==> config.mk <==
export PLATFORM = sky130hd
export DESIGN_NAME = imem_boot_loader
export DESIGN_NICKNAME = d
export VERILOG_FILES = /design/src/rtl/imem_boot_loader.sv
export SDC_FILE = /design/constraint.sdc
export NUM_CORES = 1
export LEC_CHECK = 0
export BUFFER_PORTS_ARGS = -buffer_cell sky130_fd_sc_hd__buf_2
export CAP_MARGIN = 10
export CORE_MARGIN = 8
export CORE_UTILIZATION = 50
export CTS_CLUSTER_DIAMETER = 120
export DETAILED_ROUTE_END_ITERATION = 7
export GPL_ROUTABILITY_DRIVEN = 0
export PLACE_DENSITY = 0.85
export SYNTH_ARGS = -nofsm -noshare
export SYNTH_HDL_FRONTEND = slang
export SYNTH_SLANG_ARGS = --single-unit
==> constraint.sdc <==
create_clock -name clk -period 2.1 [get_ports clk]
set_input_delay 0.315 -clock clk [delete_from_list [all_inputs] [get_ports clk]]
set_output_delay 0.315 -clock clk [all_outputs]
set_load 0.05 [all_outputs]
==> src/rtl/imem_boot_loader.sv <==
// -----------------------------------------------------------------------------
// imem_boot_loader
//
// Loads a program into instruction memory from a byte stream (UART or debug
// link). The block owns the memory address and write port. While idle it
// passes the CPU fetch PC through to the memory. During a load it drives the
// memory itself and stalls the CPU.
//
// Bytes are assembled little-endian into 32-bit words. Each complete word is
// written in a single WRITE cycle. Word addresses wrap modulo the memory
// depth, so a load longer than the memory overwrites it again from address 0.
//
// Optional feature, enabled by defining IMEM_CHECKSUM_EN:
//   After the last data word, one more 4-byte word is collected as a
//   checksum. It is compared against the 32-bit sum of all data words. On a
//   mismatch, load_error is set and stays set until the next accepted
//   load_start. With the macro undefined there is no CHECK state and no
//   load_error port.
//
// Parameters
//   INSTR_BYTES  instruction memory size in bytes (power of 2)
//
// Ports
//   clk          system clock, rising edge
//   reset        synchronous, active-high reset
//   load_start   1-cycle pulse that starts a load (honoured only when idle)
//   load_words   number of 32-bit words to load, sampled with load_start
//   byte_valid   byte_data is valid
//   byte_data    program byte, little-endian within each word
//   byte_ready   loader accepts a byte (transfer = byte_valid & byte_ready)
//   cpu_pc       CPU fetch address
//   mem_addr     byte address to instruction memory
//   mem_we       instruction memory write enable
//   mem_wdata    instruction memory write data
//   cpu_stall    hold CPU PC/pipeline while loading
//   busy         load in progress
//   done         1-cycle pulse when a load completes
//   load_error   checksum mismatch flag (IMEM_CHECKSUM_EN only)
// -----------------------------------------------------------------------------
module imem_boot_loader #(
    parameter int unsigned INSTR_BYTES = 1024
) (
    input  logic        clk,
    input  logic        reset,
    input  logic        load_start,
    input  logic [15:0] load_words,
    input  logic        byte_valid,
    input  logic [7:0]  byte_data,
    output logic        byte_ready,
    input  logic [31:0] cpu_pc,
    output logic [31:0] mem_addr,
    output logic        mem_we,
    output logic [31:0] mem_wdata,
    output logic        cpu_stall,
    output logic        busy,
`ifdef IMEM_CHECKSUM_EN
    output logic        load_error,
`endif
    output logic        done
);

    localparam int unsigned ADDR_BITS = $clog2(INSTR_BYTES / 4);

    typedef enum logic [2:0] {
        StIdle,
        StCollect,
        StWrite,
`ifdef IMEM_CHECKSUM_EN
        StCheck,
`endif
        StDone
    } state_e;

    state_e state_q, state_d;
    state_e after_data;  // state that follows the last data word (or an empty load)

    logic [15:0] load_words_q, load_words_d;
    logic [15:0] word_idx_q, word_idx_d;
    logic [15:0] word_next;
    logic [1:0]  byte_cnt_q, byte_cnt_d;
    logic [31:0] asm_q, asm_d;
    logic        xfer;
    logic        word_complete;

`ifdef IMEM_CHECKSUM_EN
    logic [31:0] sum_q, sum_d;
    logic        load_error_q, load_error_d;
    assign after_data = StCheck;
    assign load_error = load_error_q;
`else
    assign after_data = StDone;
`endif

    assign xfer          = byte_valid & byte_ready;
    assign word_complete = xfer & (byte_cnt_q == 2'd3);
    assign word_next     = word_idx_q + 16'd1;

    // ---------------------------------------------------------------- FSM state register
    always_ff @(posedge clk) begin
        if (reset) begin
            state_q <= StIdle;
        end else begin
            state_q <= state_d;
        end
    end

    // ---------------------------------------------------------------- FSM next state
    always_comb begin
        state_d = state_q;
        unique case (state_q)
            StIdle: begin
                if (load_start) begin
                    state_d = (load_words == 16'd0) ? after_data : StCollect;
                end
            end
            StCollect: begin
                if (word_complete) begin
                    state_d = StWrite;
                end
            end
            StWrite: begin
                // 16-bit compare: word_idx wraps with load_words, not with the memory size
                state_d = (word_next == load_words_q) ? after_data : StCollect;
            end
`ifdef IMEM_CHECKSUM_EN
            StCheck: begin
                if (word_complete) begin
                    state_d = StDone;
                end
            end
`endif
            StDone: begin
                state_d = StIdle;
            end
            default: begin
                state_d = StIdle;
            end
        endcase
    end

    // ---------------------------------------------------------------- FSM outputs
    always_comb begin
        byte_ready = 1'b0;
        mem_we     = 1'b0;
        done       = 1'b0;
        busy       = (state_q != StIdle);
        cpu_stall  = (state_q != StIdle);
        mem_wdata  = asm_q;
        if (state_q == StIdle) begin
            mem_addr = cpu_pc;
        end else begin
            mem_addr = {{(30 - ADDR_BITS){1'b0}}, word_idx_q[ADDR_BITS-1:0], 2'b00};
        end
        unique case (state_q)
            StCollect: byte_ready = 1'b1;
            StWrite:   mem_we     = 1'b1;
`ifdef IMEM_CHECKSUM_EN
            StCheck:   byte_ready = 1'b1;
`endif
            StDone:    done       = 1'b1;
            default: begin
            end
        endcase
    end

    // ---------------------------------------------------------------- datapath next state
    always_comb begin
        load_words_d = load_words_q;
        word_idx_d   = word_idx_q;
        byte_cnt_d   = byte_cnt_q;
        asm_d        = asm_q;
`ifdef IMEM_CHECKSUM_EN
        sum_d        = sum_q;
        load_error_d = load_error_q;
`endif
        if ((state_q == StIdle) && load_start) begin
            load_words_d = load_words;
            word_idx_d   = 16'd0;
            byte_cnt_d   = 2'd0;
            asm_d        = 32'd0;
`ifdef IMEM_CHECKSUM_EN
            sum_d        = 32'd0;
            load_error_d = 1'b0;
`endif
        end
        if (xfer) begin
            asm_d[{byte_cnt_q, 3'b000} +: 8] = byte_data;
            byte_cnt_d = byte_cnt_q + 2'd1;  // wraps to 0 after the fourth byte
        end
        if (state_q == StWrite) begin
            word_idx_d = word_next;
`ifdef IMEM_CHECKSUM_EN
            sum_d      = sum_q + asm_q;
`endif
        end
`ifdef IMEM_CHECKSUM_EN
        if ((state_q == StCheck) && word_complete) begin
            if ({byte_data, asm_q[23:0]} != sum_q) begin
                load_error_d = 1'b1;
            end
        end
`endif
    end

    always_ff @(posedge clk) begin
        if (reset) begin
            load_words_q <= 16'd0;
            word_idx_q   <= 16'd0;
            byte_cnt_q   <= 2'd0;
            asm_q        <= 32'd0;
`ifdef IMEM_CHECKSUM_EN
            sum_q        <= 32'd0;
            load_error_q <= 1'b0;
`endif
        end else begin
            load_words_q <= load_words_d;
            word_idx_q   <= word_idx_d;
            byte_cnt_q   <= byte_cnt_d;
            asm_q        <= asm_d;
`ifdef IMEM_CHECKSUM_EN
            sum_q        <= sum_d;
            load_error_q <= load_error_d;
`endif
        end
    end

endmodule
==> flow_summary.html <==
<table>
<tr><th>Metric</th><th>Value</th></tr>
<tr><th colspan="2">Timing</th></tr>
<tr><td>Crit path time final</td><td>between 2 and 2.5 ns</td></tr>
<tr><td>Count of endpoints failing setup in the final report</td><td>0</td></tr>
<tr><td>Worst Hold Margin</td><td>between 0.2 and 0.25 ns</td></tr>
<tr><td>Final-report hold violation count</td><td>0</td></tr>
<tr><td>Final number of max-transition violations</td><td>0</td></tr>
<tr><td>Sum of negative setup slack</td><td>0 ns</td></tr>
<tr><td>Final WS setup</td><td>between 0.08 and 0.09 ns</td></tr>
<tr><td>Worst slew margin</td><td>54.5%</td></tr>
<tr><td>Tcrit/Tclk final</td><td>a little over nine tenths</td></tr>
<tr><td>Worst Skew</td><td>0.0117 ns</td></tr>
<tr><td>Top achievable clock speed</td><td>496 MHz</td></tr>
<tr><td>Slew @ Worst Pin</td><td>0.683 ns</td></tr>
<tr><td>Unrepaired setup endpoints after global routing</td><td>no</td></tr>
<tr><th colspan="2">Pwr</th></tr>
<tr><td>Net switching power</td><td>1140 uW</td></tr>
<tr><td>Worst-case vdd ir drop</td><td>about 0.72 mV</td></tr>
<tr><td>Power share of the sequential group</td><td>41.8%</td></tr>
<tr><td>Power share of the combinational group</td><td>23.9%</td></tr>
<tr><td>Power per cell area</td><td>between 700 and 800 mW/mm2</td></tr>
<tr><td>Internal Dissipation</td><td>2100 uW</td></tr>
<tr><td>Static power due to leakage</td><td>0.00193 uW</td></tr>
<tr><td>Clock group share of total power</td><td>34.2%</td></tr>
<tr><td>Fraction of power spent switching nets</td><td>35.1%</td></tr>
<tr><th colspan="2">Cells and area</th></tr>
<tr><td>Diode insertion count for antenna repair</td><td>0</td></tr>
<tr><td>Fraction of final layout cells with drive strength greater than 1</td><td>33.2%</td></tr>
<tr><td>Final std cell area, no fill</td><td>0.00453 mm2</td></tr>
<tr><td>Filler cell count in the final layout</td><td>between 500 and 600</td></tr>
<tr><td>Net count reported at finish</td><td>636</td></tr>
<tr><td>Syn-to-layout area delta</td><td>28.5%</td></tr>
<tr><td>Post-route non-filler standard cell count</td><td>roughly 670</td></tr>
<tr><th colspan="2">Critical path</th></tr>
<tr><td>Reg-to-Reg Start</td><td>word_idx_q[0]$_SDFFE_PP0P_</td></tr>
<tr><td>Critical path data required time</td><td>1.78 ns</td></tr>
<tr><td>Timing startpoint of the critical path</td><td>state_q[1]$_SDFFE_PP0P_</td></tr>
<tr><td>FF-to-FF setup slack</td><td>0.09 ns</td></tr>
<tr><td>Critical path launch point type</td><td>flip-flop</td></tr>
<tr><td>Critical path peak fanout</td><td>23</td></tr>
<tr><td>CP Capture Type</td><td>output pin</td></tr>
<tr><td>Critical Setup Path Class</td><td>flip-flop to output pin</td></tr>
<tr><td>Capture point of the worst reg-to-reg path</td><td>state_q[1]$_SDFFE_PP0P_</td></tr>
<tr><td>Arrival time of the worst setup path</td><td>around 1.7 ns</td></tr>
<tr><td>Number of cell instances on the worst register-to-register path</td><td>8</td></tr>
<tr><th colspan="2">CTS</th></tr>
<tr><td>Number of buffers created by CTS</td><td>9</td></tr>
<tr><td>Clock Path Buffers</td><td>2</td></tr>
<tr><td>Clock Sinks</td><td>between 60 and 70</td></tr>
<tr><td>TritonCTS clock tree</td><td>built</td></tr>
<tr><td>Latest clock arrival within the worst-skew pair</td><td>0.35 ns</td></tr>
<tr><td>Root buf cell</td><td>clkbuf_8</td></tr>
<tr><td>H-tree level count</td><td>3</td></tr>
<tr><td>Post-CTS setup buffer count</td><td>0</td></tr>
<tr><td>Clock transition at the register clock pins on the worst setup and hold paths after CTS</td><td>0.08 ns</td></tr>
<tr><th colspan="2">Floorplan</th></tr>
<tr><td>Die Outline Area</td><td>0.00999 mm2</td></tr>
<tr><td>I/O pin cnt</td><td>between 100 and 150</td></tr>
<tr><td>Starting density of the core</td><td>about half</td></tr>
<tr><td>Area inside the core boundary</td><td>0.00679 mm2</td></tr>
<tr><td>Horizontal die dimension</td><td>99.9 um</td></tr>
<tr><td>Cell row count</td><td>30</td></tr>
<tr><td>Vertical die dimension</td><td>99.9 um</td></tr>
<tr><th colspan="2">Routing</th></tr>
<tr><td>Total wire length</td><td>about 11 mm</td></tr>
<tr><td>Vias after detailed routing</td><td>3773</td></tr>
<tr><td>Count of unresolved DRC violations after routing</td><td>0</td></tr>
<tr><td>Number of routed nets with antenna violations</td><td>0</td></tr>
<tr><td>Routed via count divided by cell count</td><td>5.62</td></tr>
<tr><td>Iteration count of the initial detailed-routing pass</td><td>5</td></tr>
<tr><td>Initial DRC Count</td><td>387</td></tr>
<tr><td>Post-DR wirelength/cell</td><td>between 15 and 20 um</td></tr>
<tr><th colspan="2">Flow run</th></tr>
<tr><td>Max-cap check violation count</td><td>0</td></tr>
<tr><th colspan="2">Placed design</th></tr>
<tr><td>Number of cells in the design after placement</td><td>655</td></tr>
<tr><td>Instance area after placement</td><td>roughly 0.0043 mm2</td></tr>
<tr><td>Pre-CTS setup slack</td><td>0.117 ns</td></tr>
<tr><td>Half-perimeter wire length after detailed placement</td><td>a little over 8 mm</td></tr>
<tr><td>Port buffer count</td><td>128</td></tr>
<tr><th colspan="2">Yosys</th></tr>
<tr><td>Synthesized instance count</td><td>442</td></tr>
<tr><td>Number of enable flip-flop cells after synthesis</td><td>0</td></tr>
<tr><td>Fraction of synthesis flops using an asynchronous set or reset pin</td><td>0%</td></tr>
<tr><td>Top area cells in the synthesized netlist</td><td>dfxtp_1, nor2_1, a21oi_1</td></tr>
<tr><td>Syn. warnings</td><td>0</td></tr>
<tr><td>Post-Synthesis Mean Instance Area</td><td>7.97 um2</td></tr>
<tr><td>Proportion of netlist area held by the largest area contributor</td><td>between 30% and 40%</td></tr>
<tr><td>Mapped Nets</td><td>508</td></tr>
<tr><td>Flip-flop cell with the highest count after synthesis</td><td>dfxtp_1</td></tr>
<tr><td>Share of the yosys chip area belonging to registers</td><td>38.6%</td></tr>
<tr><td>Dominant cell type by area after synthesis</td><td>dfxtp_1</td></tr>
<tr><td>Count of unique library cells instantiated by Yosys</td><td>44</td></tr>
<tr><td>Register bit total from synthesis</td><td>68</td></tr>
<tr><td>Synth cell count leaders</td><td>dfxtp_1, nor2_1, nand2_1, a21oi_1, and2_1</td></tr>
<tr><td>Mapped Area</td><td>approximately 0.0035 mm2</td></tr>
<tr><td>Most instantiated library cell after synthesis</td><td>dfxtp_1</td></tr>
<tr><th colspan="2">Min path</th></tr>
<tr><td>Hold path cells</td><td>3</td></tr>
<tr><td>Hold crit path type</td><td>input pin to flip-flop</td></tr>
<tr><td>WHS Endpoint</td><td>load_words_q[13]$_SDFFE_PP0P_</td></tr>
<tr><td>Hold Startpoint</td><td>load_words[13]</td></tr>
<tr><th colspan="2">Global route</th></tr>
<tr><td>All-layer global routing usage</td><td>21.7%</td></tr>
<tr><td>Largest net degree at the start of global routing</td><td>68</td></tr>
<tr><td>Initial antenna violation count</td><td>0</td></tr>
<tr><td>Wire length of the first global-routing pass</td><td>17.8 mm</td></tr>
<tr><td>Overall overflow remaining after global route</td><td>0</td></tr>
<tr><td>Via count of the first global-routing pass</td><td>3738</td></tr>
<tr><th colspan="2">Run status</th></tr>
<tr><td>Result of the run</td><td>finished, final reports clean</td></tr>
</table>
==> critical path: stages, from the launching register on <==
cell and delay, ns:
dfxtp_1 0.39, nor2_2 0.19, buf_6 0.20, mux2_2 0.35, buf_2 0.21
==> area by class of cell <==
cell class / instances / area (um2) / area share (%)
inverter: 5 / 18.8 / 0.415
multi-input combinational: 338 / 2030 / 44.7
tap: 96 / 120 / 2.65
clock buffer: 9 / 124 / 2.74
clock inverter: 7 / 75.1 / 1.66
timing repair buffer: 148 / 795 / 17.6
sequential: 68 / 1370 / 30.2
==> placed cells by master, fill, tap and decap left out, drive strengths merged, types with 8 or more instances in the layout <==
cell type and count:
and2 27, buf 148, a22oi 26, dfxtp 68
o21ai 17, mux2 9, nor2 55, a21oi 41
xnor2 16, nand2 54, nand4 8, nand3 23
clkbuf 9
==> routing by layer <==
metal | global-route usage, % | vias up | routed length (um)
met1 | 23.9 | 1746 | 4310
met3 | 7.34 | 27 | 999
li1 | - | 1815 | -
met5 | 0 | - | 0
met2 | 37.8 | 185 | 5640
met4 | 7.33 | 0 | 248
==> logic make-up after synthesis <==
logic type	count (synthesis)	synth area share [%]
compound gates	98	17.2
xor+xnor	20	4.97
fa+ha+maj	6	2.13
buf+inv	36	4.55
flops	68	38.6
mux	11	3.44
simple gates	203	29.1
==> flip-flops by register name (all words and copies together) (netlist names) <==
signal	cells
state_q	2
word_idx_q	16
mem_wdata	32
byte_cnt_q	2
load_words_q	16
==> per-stage QoR <==
step	util [%]	total power, uW
global placement	63.2	2140
CTS	66.2	3230
detailed placement	63.2	2150
finish	66.6	3230
global route	66.6	3350
floorplan	-	1930
==> power groups by stage <==
stage	Combinational, uW	Sequential, uW	Clock (uW)
floorplan	537	1390	0
global placement	757	1380	0
detailed placement	766	1380	0
CTS	769	1350	1110
global route	823	1360	1170
finish	773	1350	1110
==> what timing repair did <==
item,CTS,global route
endpoints found under the setup margin,0,16
gates resized for setup,0,13
hold buffers,0,0
==> worst max path at each step <==
stage                                to  cells after the start
6_report                    mem_addr[6]                      4
5_1_grt         state_q[1]$_SDFFE_PP0P_                      8
4_1_cts         state_q[1]$_SDFFE_PP0P_                      8
3_5_place_dp    state_q[1]$_SDFFE_PP0P_                      6
3_3_place_gp    state_q[1]$_SDFFE_PP0P_                      6
2_1_floorplan  mem_wdata[16]$_SDFF_PP0_                      6
No activity file was read; power rests on OpenSTA's default activity.
